File: src/rtl/hpu_pkg.sv
// Shared types and default widths for the HPU address-generation blocks.
package hpu_pkg;

  localparam int ADDR_W = 32;
  localparam int REP_W  = 16;

  typedef enum logic [1:0] {
    S_IDLE,
    S_RUN,
    S_DONE
  } sched_state_t;

endpackage

File: src/rtl/agu_loop_sched_loop_cnt.sv
// Loadable up-counter with a terminal-value compare; used for both the
// address (inner) and pass (outer) loops of agu_loop_sched.
module loop_cnt #(
  parameter int N = 32
) (
  input  logic         clk,
  input  logic         rst,
  input  logic         load,
  input  logic [N-1:0] load_val,
  input  logic         inc,
  input  logic [N-1:0] max_val,
  output logic [N-1:0] cnt,
  output logic         at_max
);

  // load wins over inc so a pass restart never double-steps
  always_ff @(posedge clk) begin
    if (rst) begin
      cnt <= '0;
    end else if (load) begin
      cnt <= load_val;
    end else if (inc) begin
      cnt <= cnt + 1'b1;
    end
  end

  assign at_max = (cnt == max_val);

endmodule

File: src/rtl/agu_loop_sched.sv
// Multi-pass address scheduler: one start issues cfg_rep passes over
// [cfg_ini, cfg_fin] on a valid/ready stream, then pulses done.
module agu_loop_sched
  import hpu_pkg::*;
#(
  parameter int W  = ADDR_W,
  parameter int CW = REP_W
) (
  input  logic          clk,
  input  logic          rst,
  input  logic [W-1:0]  cfg_ini,
  input  logic [W-1:0]  cfg_fin,
  input  logic [CW-1:0] cfg_rep,
  input  logic          start,
  input  logic          addr_ready,
  output logic          addr_valid,
  output logic [W-1:0]  addr,
  output logic          pass_last,
  output logic          addr_last,
  output logic [CW-1:0] pass_idx,
  output logic          busy,
  output logic          done,
  output logic          err,
  output sched_state_t  dbg_state
);

  // Stream handshake: a beat transfers on a cycle where addr_valid and
  // addr_ready are both high; addr_valid never depends on addr_ready, and
  // addr plus all flags are held stable while addr_valid is high and
  // addr_ready is low.

  sched_state_t  state_q, state_d;
  logic [W-1:0]  ini_q, fin_q;
  logic [CW-1:0] rep_q;
  logic          err_q;

  logic          accept, bad_empty, bad_order, hs;
  logic          in_load, in_inc, in_max;
  logic          out_load, out_inc, out_max;
  logic [W-1:0]  in_cnt, in_load_val;
  logic [CW-1:0] out_cnt;

  assign accept    = (state_q == S_IDLE) && start;
  assign bad_empty = (cfg_rep == '0);
  assign bad_order = (cfg_fin < cfg_ini);
  assign hs        = addr_valid && addr_ready;

  always_comb begin
    state_d = state_q;
    case (state_q)
      S_IDLE: begin
        if (start) begin
          state_d = (bad_empty || bad_order) ? S_DONE : S_RUN;
        end
      end
      S_RUN: begin
        if (hs && addr_last) begin
          state_d = S_DONE;
        end
      end
      S_DONE:  state_d = S_IDLE;
      default: state_d = S_IDLE;
    endcase
  end

  always_ff @(posedge clk) begin
    if (rst) begin
      state_q <= S_IDLE;
      ini_q   <= '0;
      fin_q   <= '0;
      rep_q   <= '0;
      err_q   <= 1'b0;
    end else begin
      state_q <= state_d;
      if (accept) begin
        ini_q <= cfg_ini;
        fin_q <= cfg_fin;
        rep_q <= cfg_rep;
        // an empty pass count is a clean no-op, not an error
        err_q <= !bad_empty && bad_order;
      end
    end
  end

  // Inner loop restarts at ini at the end of every pass except the last.
  assign in_load     = accept || (hs && in_max && !out_max);
  assign in_load_val = accept ? cfg_ini : ini_q;
  assign in_inc      = hs && !in_max;

  loop_cnt #(.N(W)) u_addr_cnt (
    .clk      (clk),
    .rst      (rst),
    .load     (in_load),
    .load_val (in_load_val),
    .inc      (in_inc),
    .max_val  (fin_q),
    .cnt      (in_cnt),
    .at_max   (in_max)
  );

  assign out_load = accept;
  assign out_inc  = hs && in_max && !out_max;

  loop_cnt #(.N(CW)) u_pass_cnt (
    .clk      (clk),
    .rst      (rst),
    .load     (out_load),
    .load_val ('0),
    .inc      (out_inc),
    .max_val  (rep_q - 1'b1),
    .cnt      (out_cnt),
    .at_max   (out_max)
  );

  assign addr_valid = (state_q == S_RUN);
  assign addr       = in_cnt;
  assign pass_idx   = out_cnt;
  assign pass_last  = addr_valid && in_max;
  assign addr_last  = pass_last && out_max;
  assign busy       = (state_q != S_IDLE);
  assign done       = (state_q == S_DONE);
  assign err        = done && err_q;
  assign dbg_state  = state_q;

endmodule

File: config.mk
export PLATFORM = sky130hd
export DESIGN_NAME = agu_loop_sched
export DESIGN_NICKNAME = d
export VERILOG_FILES = /design/src/rtl/hpu_pkg.sv /design/src/rtl/agu_loop_sched_loop_cnt.sv /design/src/rtl/agu_loop_sched.sv
export SDC_FILE = /design/constraint.sdc
export NUM_CORES = 1
export LEC_CHECK = 0
export ABC_AREA = 0
export CAP_MARGIN = 5
export CORE_MARGIN = 5
export CORE_UTILIZATION = 25
export CTS_CLUSTER_SIZE = 12
export DETAILED_ROUTE_END_ITERATION = 7
export PLACE_DENSITY = 0.54
export SLEW_MARGIN = 20
export SYNTH_ARGS = -nofsm -noshare
export SYNTH_HDL_FRONTEND = slang
export SYNTH_SLANG_ARGS = --single-unit
export TNS_END_PERCENT = 30
File: constraint.sdc
create_clock -name clk -period 7.2 [get_ports clk]
set_clock_uncertainty 0.15 [all_clocks]
set_input_delay 1.8 -clock clk [delete_from_list [all_inputs] [get_ports clk]]
set_output_delay 1.8 -clock clk [all_outputs]
set_load 0.1 [all_outputs]
==> metrics.txt, run 1 <==
register area share after synthesis 0.349; Post-DRT Antenna Nets 0; Distinct cells, synth 65; Post-Synthesis Cells approximately 1000; fin. max-slew vios 0; Starting Density 0.254; minimum clock period roughly 5.9 ns; Yosys top cell by area dfxtp_1; Worst-Margin Slew 1.08 ns; crit path max fanout 8; adder-cell share of the synthesized area 0.0566; Max Buffers Root-to-Sink 2; Setup crit end kind output pin; post-detail-place hpwl between 15000 and 20000 µm; clk_lat worst skew about 0.42 ns; Total Nets Final around 1200; GR Util All Layers 0.155; routability cong. roughly 0.81; clock tree sinks ~130; CP Class flip-flop to output pin; synth warn 0; clk root buf clkbuf_16; dpl cells 1459; Total Routed Length ~26000 µm; Synth Area in XOR/XNOR 0.0862; RSZ-0062 raised after global routing no; top_reg_cell synth dfxtp_1; synthesized flop and latch total around 130; die height about 180 µm; CP startpoint kind flip-flop; fin cells approximately 1500; Routed wire per std cell ~18 µm; fill cell count about 3200; full die area 0.0336 mm²; vias in the first global route between 7000 and 8000; max cap viols 0; Tot Pwr 0.00235 W; total global routing overflow 0; H-tree levels 4; simple-gate share of the synthesized area 0.260; fin util 0.334; Die X around 180 µm; required time worst endpoint roughly 5.3 ns; Final setup viols 0; Rows 63; Post-synth EDFFs 0; largest net degree at the start of global routing about 80; Max-slew headroom 0.275; Hold Path Class flip-flop to flip-flop; top cells by area, synth dfxtp_1, nand2_1, a21oi_1; top-area cell type share of the netlist area 0.349; Max Fclk about 170 MHz; port bufs between 100 and 150; async set-reset flop share out of synthesis 0; Core ar. 0.0296 mm²; cts hold-fix bufs 0; VDD IR-drop max around 0.14 mV; mux cell area share after synthesis 0.00666; setup repair bufs after CTS 0; Worst Path Arrival 4.00 ns; mean number of vias per cell 4.95; period utilization 0.826; Syn Nets around 1100; syn avg cell area 7.67 µm²; final hold slack 0.305 ns; Post-Syn Area roughly 0.0075 mm²; Setup TNS 0 ns; drc violations 0; TritonRoute pass-1 iters 5; Worst-path clk slew ~0.060 ns; cts repair resizes 0; Layout area overhead 31.6%; CTS tree done; DR vias about 7400; P_leak approximately 3.6 nW; Synth Area in Compound Gates 0.186; largest family of logic cells by synthesized area simple AND/OR/NAND/NOR gates; R2R Setup Slk approximately 3.4 ns; Hold Vio Cnt, Final 0; layout cell share with drive strength beyond 1 0.0499; io pins 140; number of diodes 0; P per Cell Area 237 mW/mm²; first-pass GRT wire length a little over 40000 µm; initial drt markers 700; initial antenna violation count 0; CTS buffer count 17; outcome finished, final reports clean
-- area by class of cell --
cell class	instances	area [µm²]	share of cell area
multi-input combinational	750	4490	0.454
sequential	131	2620	0.265
timing repair buffer	146	1460	0.148
tap	390	488	0.0493
clock buffer	21	470	0.0476
clock inverter	11	198	0.0200
inverter	43	161	0.0163
-- cell families (layout without fill, tap and decap cells) --
group	Yosys count	count (layout)
AND/OR/NAND/NOR	415	415
AO/OA/AOI/OAI	222	222
flip-flops	131	131
buffers and inverters	99	221
XOR/XNOR	74	74
adder cells (fa/ha/maj)	34	34
multiplexers	5	5
-- worst paths after layout --
check,from,endpoint,depth (start not counted)
worst max-delay path,rep_q[0],addr_last,10
worst min-delay path,ini_q[24],ini_q[24],2
worst max register to register,rep_q[0],u_addr_cnt.cnt[0],11
worst min register to register,ini_q[24],ini_q[24],2
-- power breakdown --
| group | switching [W] | internal [W] | total (W) | leakage (nW) |
|---|---|---|---|---|
| sequential | 0.0000573 | 0.000775 | 0.000832 | 1.07 |
| combinational | 0.000348 | 0.000185 | 0.000533 | 2.20 |
| clock | 0.000337 | 0.000645 | 0.000983 | 0.324 |
| total | 0.000742 | 0.00160 | 0.00235 | 3.59 |
-- Yosys cell counts (4+ instances only) --
library cell / instances
inv_1: 42
o41ai_1: 5
a21o_1: 8
a311o_1: 4
a31oi_1: 13
dfxtp_1: 131
or4_1: 7
nor3_1: 17
or3_1: 11
buf_6: 5
o211ai_1: 10
o31ai_1: 15
nor2_1: 32
a311oi_1: 4
nor2b_1: 5
nand4_1: 26
and2_1: 4
clkbuf_1: 43
mux2i_1: 5
a211oi_1: 7
ha_1: 34
nand3_1: 37
o21ai_0: 20
xnor2_1: 55
nor4_1: 17
a21oi_1: 106
and3_1: 7
xor2_1: 19
and4_1: 8
nand2_1: 227
-- layout by cell type (no fill, tap or decap), types with 19 or more instances in the layout --
cell type / instances
clkdlybuf4s50_1: 138
ha_1: 34
nand2_1: 226
dfxtp_1: 131
a21oi_1: 106
xnor2_1: 55
inv_1: 42
o21ai_0: 20
nand4_1: 26
nor2_1: 32
xor2_1: 19
nand3_1: 37
-- registers in the layout (all words and copies together), names as in the netlist --
register / cells
dbg_state: 2
u_pass_cnt.cnt: 16
rep_q: 16
fin_q: 32
u_addr_cnt.cnt: 32
ini_q: 32
err_q: 1
-- worst max-delay path, stage by stage (launching register included) --
cell and delay [ns]:
dfxtp_1 0.44, inv_1 0.07, ha_1 0.30, nor2b_1 0.16, or3_1 0.34, a31oi_1 0.26, inv_1 0.07, nor4_1 0.46
nand4b_1 0.14, nor2_1 0.16, clkdlybuf4s50_1 1.17
-- through the flow --
stage	worst slack [ns]	instance area [µm²]
floorplan	1.73	7520
global placement	1.73	9200
detailed placement	1.71	9200
CTS	1.24	9870
global route	0.952	9890
finish	1.25	9890
-- routing by layer --
layer	part of all wire	up-vias	track usage
met5	0	-	0
met4	0.015	0	0.0375
met1	0.46	3472	0.210
li1	-	3673	-
met3	0.069	20	0.0405
met2	0.46	216	0.247
Note: power is estimated with default switching activity, not from simulation.
==> inputs of run 2 (changes only) <==
Clock period 7.2 ns to 5.8 ns, I/O delays scaled along.
==> run 2 against run 1 <==
Die area unchanged. Combinational power is 26% higher. Utilization is 0.21 points lower. Critical path depth is the same. Sequential share of layout area grew 0.17 points. Non-clock buffer count rose by 1. Critical endpoint unchanged.
==> metrics.txt, run 2 (same netlist as run 1, synthesis figures left out) <==
cts repair resizes 0; DR vias roughly 7500; Setup crit end kind output pin; CTS tree done; Max-slew headroom 0.274; Routed wire per std cell 18.1 µm; setup repair bufs after CTS 0; fin. max-slew vios 0; Die X approximately 180 µm; most frequent cells in the layout nand2_1, clkdlybuf4s50_1, dfxtp_1, a21oi_1, xnor2_1; clk_lat worst skew 0.43 ns; port bufs approximately 140; Worst-path clk slew ~0.06 ns; first-pass GRT wire length 41700 µm; P per Cell Area 289 mW/mm²; gr busiest metal met2; clk root buf clkbuf_16; CP startpoint kind flip-flop; GR Util All Layers 0.158; GR Util met1 0.213; met3 Track Usage GR 0.0417; commonest non-fill, non-tap cell in the layout nand2_1; drc violations 0; RSZ-0062 raised after global routing no; total global routing overflow 0; VDD IR-drop max 0.195 mV; max cap viols 0; fin util 0.332; Worst Path Arrival between 3 and 4 ns; fin cells roughly 1500; die height 183 µm; Layout area overhead 30.8%; routability cong. between 0.8 and 0.9; io pins 140; CP Class flip-flop to output pin; Post-DRT Antenna Nets 0; pre-CTS setup slack 1.01 ns; minimum clock period between 4 and 5 ns; required time worst endpoint 4.20 ns; Core ar. 0.0296 mm²; crit path max fanout 8; clock tree sinks 131; post-detail-place hpwl 19800 µm; Worst Slack Setup Final around 1.2 ns; full die area around 0.034 mm²; Max Buffers Root-to-Sink 2; H-tree levels 4; CTS buffer count 17; Total Routed Length 27000 µm; TritonRoute pass-1 iters 5; Hold Vio Cnt, Final 0; fill cell count about 3200; cts hold-fix bufs 0; Setup TNS 0 ns; dpl cells roughly 1500; P_leak between 3 and 4 nW; Final setup viols 0; mean number of vias per cell roughly 5.0; GR Util met2 0.255; Rows between 60 and 70; Starting Density 0.254; initial drt markers around 600; initial antenna violation count 1; period utilization 0.801; outcome finished, final reports clean; Tot Pwr roughly 0.0028 W; Total Nets Final approximately 1200; Max Fclk 215 MHz; number of diodes 0; layout cell share with drive strength beyond 1 0.0517; Worst-Margin Slew roughly 1.1 ns; Hold Path Class flip-flop to flip-flop; largest net degree at the start of global routing 97; vias in the first global route 7081; largest registers fin_q x32, ini_q x32, u_addr_cnt.cnt x32
==> run 2: changes by cell type in the layout (fill, tap and decap cells not counted) <==
cell	before	now
buf_12	0	1
buf_16	1	0
buf_4	7	10
bufinv_16	5	3
clkbuf_1	1	2
clkbuf_8	3	2
clkdlybuf4s50_1	138	136
clkinvlp_4	1	4
inv_6	2	1
==> run 2: worst paths after layout <==
| path | slack, ns | cells after the start | end | from |
|---|---|---|---|---|
| hold / removal | 0.31 | 2 | ini_q[10] | ini_q[10] |
| setup reg to reg | 1.97 | 11 | u_pass_cnt.cnt[11] | rep_q[0] |
| hold reg to reg | 0.31 | 2 | ini_q[10] | ini_q[10] |
| setup / recovery | 1.16 | 10 | addr_last | rep_q[0] |
==> run 2: area by class of cell <==
class,count,area [µm²],share of cell area
Sequential cell,131,2620,0.267
Multi-Input combinational cell,750,4490,0.457
Tap cell,390,488,0.0496
Inverter,43,161,0.0164
Timing Repair Buffer,147,1460,0.148
Clock inverter,11,151,0.0154
Clock buffer,21,460,0.0468
==> run 2: per-stage QoR <==
| step | cell area, µm² | hold WS [ns] |
|---|---|---|
| after CTS | 9830 | 0.307 |
| final | 9830 | 0.307 |
| after floorplan | 7520 | 0.282 |
| after global placement | 9220 | 0.292 |
| after detailed placement | 9220 | 0.299 |
| after global routing | 9830 | 0.325 |
==> run 2: worst max-delay path: stages, from the launching register on <==
cell	delay, ns
dfxtp_1	0.43
inv_1	0.07
ha_1	0.29
nor2b_1	0.16
or3_1	0.35
a31oi_1	0.22
inv_1	0.06
nor4_1	0.46
nand4b_1	0.15
nor2_1	0.12
buf_4	0.30
==> run 2: report_power, final <==
part,switching (W),internal (W)
clock,0.000436,0.000701
sequential,0.0000717,0.000962
combinational,0.000438,0.000232
==> run 2: routing by layer <==
| layer | share of wire | routed length [µm] | up-vias |
|---|---|---|---|
| met5 | 0.00026 | 7 | - |
| met4 | 0.015 | 391 | 2 |
| met3 | 0.068 | 1840 | 30 |
| met2 | 0.46 | 12400 | 233 |
| met1 | 0.46 | 12400 | 3512 |
| li1 | - | - | 3678 |
